--- src/rtl/fp_mul_arbiter.sv ---
// Round-robin sharing of one registered fpMul among NUM_REQ requesters.
// Products are tagged with the requester index and returned in issue order through a show-ahead FIFO.
module fp_mul_arbiter #(
  parameter int EXPONENT_WIDTH = 5,
  parameter int MANTISSA_WIDTH = 10,
  parameter int NUM_REQ        = 4,
  parameter int FIFO_DEPTH     = 4,
  localparam int W   = 1 + EXPONENT_WIDTH + MANTISSA_WIDTH,
  localparam int IDW = $clog2(NUM_REQ)
) (
  input  logic                      clk,
  input  logic                      rst_n,
  input  logic [NUM_REQ-1:0]        req_valid,
  input  logic [NUM_REQ*W-1:0]      req_a,
  input  logic [NUM_REQ*W-1:0]      req_b,
  output logic [NUM_REQ-1:0]        req_ready,
  output logic [W-1:0]              mul_a,
  output logic [W-1:0]              mul_b,
  input  logic                      mul_sign,
  input  logic [EXPONENT_WIDTH-1:0] mul_exponent,
  input  logic [MANTISSA_WIDTH-1:0] mul_prod,
  output logic                      rsp_valid,
  input  logic                      rsp_ready,
  output logic [IDW-1:0]            rsp_id,
  output logic [W-1:0]              rsp_data,
  output logic                      busy
);

  localparam int PW = $clog2(FIFO_DEPTH);
  localparam int CW = $clog2(FIFO_DEPTH + 1);

  // Handshake: a requester transfers when req_valid[i] && req_ready[i]; the
  // consumer takes the head when rsp_valid && rsp_ready. Valids never wait on readies.

  logic [W-1:0]       r_mul_a;
  logic [W-1:0]       r_mul_b;
  logic [IDW-1:0]     r_ptr;
  logic               r_s1_v;
  logic [IDW-1:0]     r_s1_id;
  logic               r_s2_v;
  logic [IDW-1:0]     r_s2_id;
  logic [W-1:0]       r_fifo_data [FIFO_DEPTH];
  logic [IDW-1:0]     r_fifo_id   [FIFO_DEPTH];
  logic [PW-1:0]      r_wr_ptr;
  logic [PW-1:0]      r_rd_ptr;
  logic [CW-1:0]      r_count;

  logic [CW:0]        w_used;
  logic               w_can_issue;
  logic               w_found;
  logic [IDW-1:0]     w_gnt_idx;
  int                 w_scan;
  logic               w_xfer;
  logic               w_push;
  logic               w_pop;
  logic [W-1:0]       w_push_data;

  // Credits count everything already committed to a FIFO slot, so a product
  // can never arrive at a full FIFO. A same-cycle pop is deliberately ignored.
  assign w_used      = (CW+1)'(r_count) + (CW+1)'(r_s1_v) + (CW+1)'(r_s2_v);
  assign w_can_issue = w_used < (CW+1)'(FIFO_DEPTH);

  always_comb begin
    w_found   = 1'b0;
    w_gnt_idx = '0;
    w_scan    = 0;
    for (int k = 1; k <= NUM_REQ; k++) begin
      w_scan = int'(r_ptr) + k;
      if (w_scan >= NUM_REQ) w_scan = w_scan - NUM_REQ;
      if (!w_found && req_valid[IDW'(w_scan)]) begin
        w_found   = 1'b1;
        w_gnt_idx = IDW'(w_scan);
      end
    end
  end

  assign req_ready = (w_found && w_can_issue) ? (NUM_REQ'(1) << w_gnt_idx) : '0;
  assign w_xfer    = w_found && w_can_issue;

  always_ff @(posedge clk or negedge rst_n) begin
    if (!rst_n) begin
      r_mul_a <= '0;
      r_mul_b <= '0;
      r_ptr   <= IDW'(NUM_REQ - 1);
      r_s1_v  <= 1'b0;
      r_s1_id <= '0;
      r_s2_v  <= 1'b0;
      r_s2_id <= '0;
    end else begin
      r_s1_v  <= w_xfer;
      r_s2_v  <= r_s1_v;
      r_s2_id <= r_s1_id;
      if (w_xfer) begin
        r_mul_a <= req_a[int'(w_gnt_idx)*W +: W];
        r_mul_b <= req_b[int'(w_gnt_idx)*W +: W];
        r_s1_id <= w_gnt_idx;
        r_ptr   <= w_gnt_idx;
      end
    end
  end

  assign mul_a = r_mul_a;
  assign mul_b = r_mul_b;

  // The multiplier result is valid one cycle after its operands, i.e. while s2 holds the tag.
  assign w_push      = r_s2_v;
  assign w_push_data = {mul_sign, mul_exponent, mul_prod};
  assign rsp_valid   = (r_count != '0);
  assign w_pop       = rsp_valid && rsp_ready;

  always_ff @(posedge clk or negedge rst_n) begin
    if (!rst_n) begin
      for (int i = 0; i < FIFO_DEPTH; i++) begin
        r_fifo_data[i] <= '0;
        r_fifo_id[i]   <= '0;
      end
      r_wr_ptr <= '0;
      r_rd_ptr <= '0;
      r_count  <= '0;
    end else begin
      if (w_push) begin
        r_fifo_data[r_wr_ptr] <= w_push_data;
        r_fifo_id[r_wr_ptr]   <= r_s2_id;
        r_wr_ptr <= (r_wr_ptr == PW'(FIFO_DEPTH - 1)) ? '0 : r_wr_ptr + 1'b1;
      end
      if (w_pop) begin
        r_rd_ptr <= (r_rd_ptr == PW'(FIFO_DEPTH - 1)) ? '0 : r_rd_ptr + 1'b1;
      end
      case ({w_push, w_pop})
        2'b10:   r_count <= r_count + 1'b1;
        2'b01:   r_count <= r_count - 1'b1;
        default: r_count <= r_count;
      endcase
    end
  end

  assign rsp_data = r_fifo_data[r_rd_ptr];
  assign rsp_id   = r_fifo_id[r_rd_ptr];
  assign busy     = r_s1_v | r_s2_v | (r_count != '0);

  a_no_overflow: assert property (@(posedge clk) disable iff (!rst_n)
    !(w_push && !w_pop && (r_count == CW'(FIFO_DEPTH))));

endmodule

--- config.mk ---
export PLATFORM = sky130hd
export DESIGN_NAME = fp_mul_arbiter
export DESIGN_NICKNAME = d
export VERILOG_FILES = /design/src/rtl/fp_mul_arbiter.sv
export SDC_FILE = /design/constraint.sdc
export NUM_CORES = 1
export LEC_CHECK = 0
export CAP_MARGIN = 15
export CORE_ASPECT_RATIO = 0.75
export CORE_MARGIN = 4
export CORE_UTILIZATION = 36
export DETAILED_ROUTE_END_ITERATION = 10
export GPL_ROUTABILITY_DRIVEN = 0
export PLACE_DENSITY = 0.77
export SYNTH_ARGS = -nofsm -noshare
export SYNTH_HDL_FRONTEND = slang
export SYNTH_SLANG_ARGS = --single-unit
--- constraint.sdc ---
create_clock -name clk -period 4.7 [get_ports clk]
set_clock_uncertainty 0.15 [all_clocks]
set_input_delay 0.47 -clock clk [delete_from_list [all_inputs] [get_ports clk]]
set_output_delay 0.47 -clock clk [all_outputs]
set_load 0.03 [all_outputs]
## After elaboration in Yosys (flattened, before gate mapping)

Index checks and enable logic that the tools add are counted.

| storage, ports and cells | value |
|---|---|
| register bits | 119 |
| latch bits | 0 |
| bits in writable memories | 0 |
| ROM bits | 0 |
| bits of input ports | 151 |
| output and inout bits | 56 |
| memories | 0 |

| operators by class | value |
|---|---|
| add/sub/neg operators | 14 |
| multiply operators | 0 |
| div/mod/pow operators | 0 |
| $lt $le $gt $ge | 12 |
| equality and inequality tests | 4 |
| shifts and indexed selects | 3 |
| mux-type cells | 40 |
| bitwise operators | 4 |
| reductions and logical operators | 11 |

Operators with widths:

| operator | number |
|---|---|
| $shiftx 64x7->16 | 2 |
| $bwmux 64 | 1 |
| $mux 16 | 3 |
| $bmux 16 s2 | 1 |
| $demux 16 s2 | 1 |
| $mux 2 | 13 |
| $lt 2x4->1 const B | 4 |
| $ge 3x3->1 const B | 5 |
| $mux 1 | 12 |
| $bmux 1 s2 | 4 |
| $bwmux 8 | 1 |
| $sub 2x1->2 const B | 4 |
| $add 2x2->3 const B | 2 |
| $eq 2x2->1 const B | 3 |
| $logic_and 1x1->1 | 6 |
| $not 2->3 | 2 |
| $pmux 3 s2 | 1 |
| $add 2x1->2 const B | 2 |
| $add 2x3->4 const B | 1 |
| $add 3x1->4 | 1 |
| $add 4x1->4 | 1 |
| $bmux 2 s2 | 1 |
| $demux 2 s2 | 1 |
| $ge 4x3->1 const B | 1 |
| other kinds (12) | 15 |

## Depth between registers and ports, before layout

| depth | value |
|---|---|
| depth after elaboration | 18 |
| mapped depth | 9 |

## Least setup slack after synthesis

No wires, ideal clock.

| timing path | value |
|---|---|
| path type | reg2out |
| start point | register r_count[0] |
| end point | output port req_ready[0] |
| arrival time | 2.099 ns |
| setup slack | 1.981 ns |
| stages on the path, launching flop included | 7 |
| path buffers | 1 |
| cells stage by stage | dfrtp_1 -> ha_1 -> a21o_1 -> a21oi_2 -> o41ai_4 -> clkbuf_1 -> nor3_1 |

| between the ends | value |
|---|---|
| cells in the longest elaborated chain, start to end | 5 |

Ends and longest elaborated chain:

| element | RTL line | text |
|---|---|---|
| start, declared | 46 | `logic [CW-1:0] r_count;` |
| start signal, assigned | 130 | `2'b10: r_count <= r_count + 1'b1;` |
| start signal, assigned | 131 | `2'b01: r_count <= r_count - 1'b1;` |
| start signal, assigned | 132 | `default: r_count <= r_count;` |
| $add 3x1->4 | 60 | `assign w_used = (CW+1)'(r_count) + (CW+1)'(r_s1_v) + (CW+1)'(r_s2_v);` |
| $add 4x1->4 | 60 |  |
| $lt 4x3->1 | 61 | `assign w_can_issue = w_used < (CW+1)'(FIFO_DEPTH);` |
| $logic_and 1x1->1 | 77 | `assign req_ready = (w_found && w_can_issue) ? (NUM_REQ'(1) << w_gnt_idx) : '0;` |
| $mux 4 | 77 |  |
| end, declared | 16 | `output logic [NUM_REQ-1:0] req_ready,` |

No other way between the ends.

## Worst setup path after layout

| timing path | value |
|---|---|
| start point | input port req_valid[3] |
| end point | output port req_ready[3] |

| between the ends | value |
|---|---|
| cells in the longest elaborated chain, start to end | 15 |
| elaborated cells between the ends (all ways) | 29 |
| classes of those cells | shift: 1; mux: 21; reduce/logical: 7 |

Ends and longest elaborated chain:

| element | RTL line | text |
|---|---|---|
| start, declared | 13 | `input logic [NUM_REQ-1:0] req_valid,` |
| $bmux 1 s2 | 70 | `if (!w_found && req_valid[IDW'(w_scan)]) begin` |
| $mux 1 (implied by the code) (2 in a row) | 70 |  |
| $mux 1 | 70 |  |
| $logic_not 1->1 | 70 |  |
| $logic_and 1x1->1 | 70 |  |
| $mux 1 | 70 |  |
| $logic_not 1->1 | 70 |  |
| $logic_and 1x1->1 | 70 |  |
| $mux 1 | 70 |  |
| $logic_not 1->1 | 70 |  |
| $logic_and 1x1->1 | 70 |  |
| $mux 2 or $mux 1 (tied branches) | 70 |  |
| $shl 1x2->4 or $logic_and 1x1->1 (tied branches) | 77 |  |
| $mux 4 (*) | 77 |  |

Every way passes the cells marked *; elsewhere a longest branch is shown, timed or not. The select of a mux whose other input is x is not followed.

==> flow_metrics.py <==
metrics = {
    "routing": {
        "drt_first_pass_iters": 4,
        "dr.first_iter.drc_count": 241,
        "routed-wl-met2_mm": 8.48,
        "wl_per_cell_um": 19.4,
        "maxUsedRoutingLayer": "met4",
        "routed_wl_mm": 16.6,
        "wl_met1_mm": 7.09,
        "dr_wl_met3_um": 749,
        "ant_nets": 0,
        "drc": 0,
        "viasPerCell": 5.20,
        "vias": 4459,
    },
    "clock_tree": {
        "cts_made_buffers": 17,
        "clockBufferDepth": 2,
        "post-cts-setup-buffers": 0,
        "cts_tree": "done",
        "cts.sink_count": 119,
        "hold_buffers": 0,
        "clk_latency_ps": 400,
        "cts_resized": 0,
        "cts-htree-levels": 4,
        "cts-root-buf": "clkbuf_16",
        "cts.clk_slew.worst_paths_ps": 50,
    },
    "layout": {
        "fillers": 1339,
        "post-route-cell-area_um2": 8910,
        "final_nets": 794,
        "layout-drive-gt1-share": 0.258,
        "multiInputGateArea_um2": 2880,
        "regArea_um2": 2980,
        "antenna_cells": 0,
        "syn2layout_area_growth_pct": 45.6,
    },
    "sta": {
        "slew_headroom": 0.304,
        "fmax_ghz": 0.286,
        "setup_tns_ps": 0,
        "period_needed_ps": 3500,
        "setup_ws_ps": 1200,
        "drv_slew": 0,
        "finalCritPeriodShare": 0.744,
        "finalHoldViolCount": 0,
        "setup_violations": 0,
        "worstMarginPinSlew_ps": 1040,
        "rsz0062_at_grt": "no",
        "hold_slack_ps": 59.0,
    },
    "worst_setup_path": {
        "cp.required_ps": 4080,
        "crit_top_cell": "clkdlybuf4s50_1",
        "critPathBufInv": 2,
        "cp_cell_sequence": "clkdlybuf4s50_1, mux2_4, a21oi_2, o21a_4, nand2b_1, nor2_1, clkdlybuf4s50_1",
        "endpoint_kind": "primary output",
        "critPathSlowestCell": "clkdlybuf4s50_1",
        "slowest_delay_ps": 610,
        "startpoint_type": "input port",
        "critical_path_arrival_ps": 2880,
        "cp_max_fo": 22,
        "crit_type": "input port to primary output",
        "path_delay_family": "buffers and inverters",
    },
    "yosys": {
        "synth_seq_cells": 119,
        "synthSimpleGateAreaFrac": 0.0407,
        "synthMuxAreaShare": 0.309,
        "synthXorXnorAreaFrac": 0.00429,
        "synth_adder_area_share": 0.0176,
        "syn_area_um2": 6120,
        "yosys-top-cells-area": "dfrtp_1 (48%), mux2_2 (13%), mux2i_1 (11%)",
        "synth.distinct_cells": 38,
        "synth_top_family_by_area": "multiplexers",
        "synth_compound_area_frac": 0.0984,
        "synth_area_per_cell_um2": 14.2,
        "synth_top_area_frac": 0.479,
        "syn_inst": 430,
        "ys_seq_area_frac": 0.487,
        "synth_nets": 589,
        "ys_warn_count": 0,
        "post-synth-top-area-cell": "dfrtp_1",
    },
    "status": {
        "status": "finished, final reports clean",
    },
    "place": {
        "post-place-ws_ps": 1220,
        "port_buffers": 206,
        "dpl-instance-area_um2": 8270,
        "dp_hpwl_mm": 12.1,
    },
    "power_and_ir_drop": {
        "ir_worst_vdd_mv": 0.523,
        "pwr-share-comb": 0.507,
        "powerDensity_nw_per_um2": 757,
        "switching_share": 0.378,
        "p_switching_mw": 2.55,
        "p_leak_nw": 3.74,
        "power_mw": 6.75,
        "p_int_mw": 4.19,
        "seqPwrFrac": 0.285,
        "clock_power_share": 0.208,
    },
    "global_route": {
        "grt_pass1_wl_mm": 26.5,
        "grt_util_all_layers": 0.178,
        "grt-ovfl-total": 0,
        "antenna_found_initial": 0,
        "grt_start_max_net_pins": 65,
        "grt_pass1_vias": 5075,
    },
    "floorplanning": {
        "row_count": 40,
        "pin_count": 207,
        "core_area_um2": 16300,
        "die_x_um": 159,
        "start_util": 0.375,
        "die_area_um2": 19200,
        "die_h_um": 121,
    },
    "worst_hold_path": {
        "hp-class": "input port to async pin",
    },
    "run": {
        "maxCapViolCount": 0,
    },
}
-- cells in the mapped netlist (all sizes together) --
master,n
a21o,2
a21oi,3
a22oi,2
and3,1
buf,15
clkbuf,11
dfrtp,117
dfstp,2
fa,1
ha,7
inv,10
mux2,74
mux2i,65
mux4,18
nand2,46
nand2b,2
nor2,5
nor3,2
nor3b,1
o21a,1
o21ai,4
o221ai,32
o32a,1
o32ai,1
o41ai,1
or3,3
xnor2,1
xor2,2
-- per-stage QoR --
stage / util / instances
3_5_place_dp: 0.507 / 826
6_report: 0.546 / 858
3_3_place_gp: 0.507 / 826
5_1_grt: 0.546 / 858
4_1_cts: 0.546 / 858
2_1_floorplan: - / 430
-- cell usage in the layout (no fill, tap or decap), types with 3 or more instances in the layout --
cell / n
mux2_2: 73
o221ai_2: 30
clkbuf_16: 17
mux4_2: 18
nand2_1: 44
ha_1: 7
clkbuf_1: 3
clkdlybuf4s50_1: 205
nor2_1: 5
or3_1: 3
mux2i_1: 65
buf_4: 7
clkbuf_8: 5
inv_1: 9
dfrtp_1: 117
o21ai_0: 4
bufinv_16: 4
-- logic make-up (layout without fill, tap and decap cells) --
| family | after synthesis | count (layout) |
|---|---|---|
| AND/OR/NAND/NOR | 60 | 60 |
| flip-flops | 119 | 119 |
| AO/OA/AOI/OAI | 47 | 47 |
| XOR/XNOR | 3 | 3 |
| multiplexers | 157 | 157 |
| buffers and inverters | 36 | 254 |
| adder cells (fa/ha/maj) | 8 | 8 |
-- power by group through the flow --
stage                     Sequential [mW]  Combinational (mW)  Clock [mW]
final                                1.92                3.42        1.40
after global routing                 1.99                3.67        1.49
after CTS                            1.92                3.48        1.44
after detailed placement             1.93                3.48           0
after global placement               1.89                3.37           0
after floorplan                      2.03                2.24           0
-- final cells by class --
cell class | instances | area share
timing repair buffer | 212 | 0.236
tap | 210 | 0.0295
sequential | 119 | 0.335
inverter | 10 | 0.00421
clock inverter | 7 | 0.0156
multi-input combinational | 275 | 0.323
clock buffer | 25 | 0.0567
-- layer usage --
layer	global-route usage	up-vias
met5	0	-
met4	0.0618	0
met3	0.0449	22
met2	0.297	120
met1	0.226	2286
li1	-	2031
-- worst paths after layout --
| path | from | endpoint | slack [ps] | cells past startpoint |
|---|---|---|---|---|
| worst max-delay path | req_valid[3] | req_ready[3] | 1200 | 7 |
| min in group clk | r_s1_id[1] | r_s2_id[1] | 230 | 0 |
| max in group asynchronous | rst_n | r_wr_ptr[1] | 3780 | 2 |
| worst min register to register | r_s1_id[1] | r_s2_id[1] | 230 | 0 |
| worst max register to register | r_ptr[1] | mul_b[7] | 1700 | 6 |
| worst min-delay path | rst_n | r_fifo_data[56] | 60 | 2 |
-- state kept, by name, indices dropped and copies added, names as in the netlist --
register	cells
r_s2_v	1
mul_a	16
r_fifo_data	64
r_s1_v	1
mul_b	16
r_s2_id	2
r_s1_id	2
r_ptr	2
r_rd_ptr	2
r_wr_ptr	2
r_fifo_id	8
r_count	3
No activity file was read; power rests on OpenSTA's default activity.
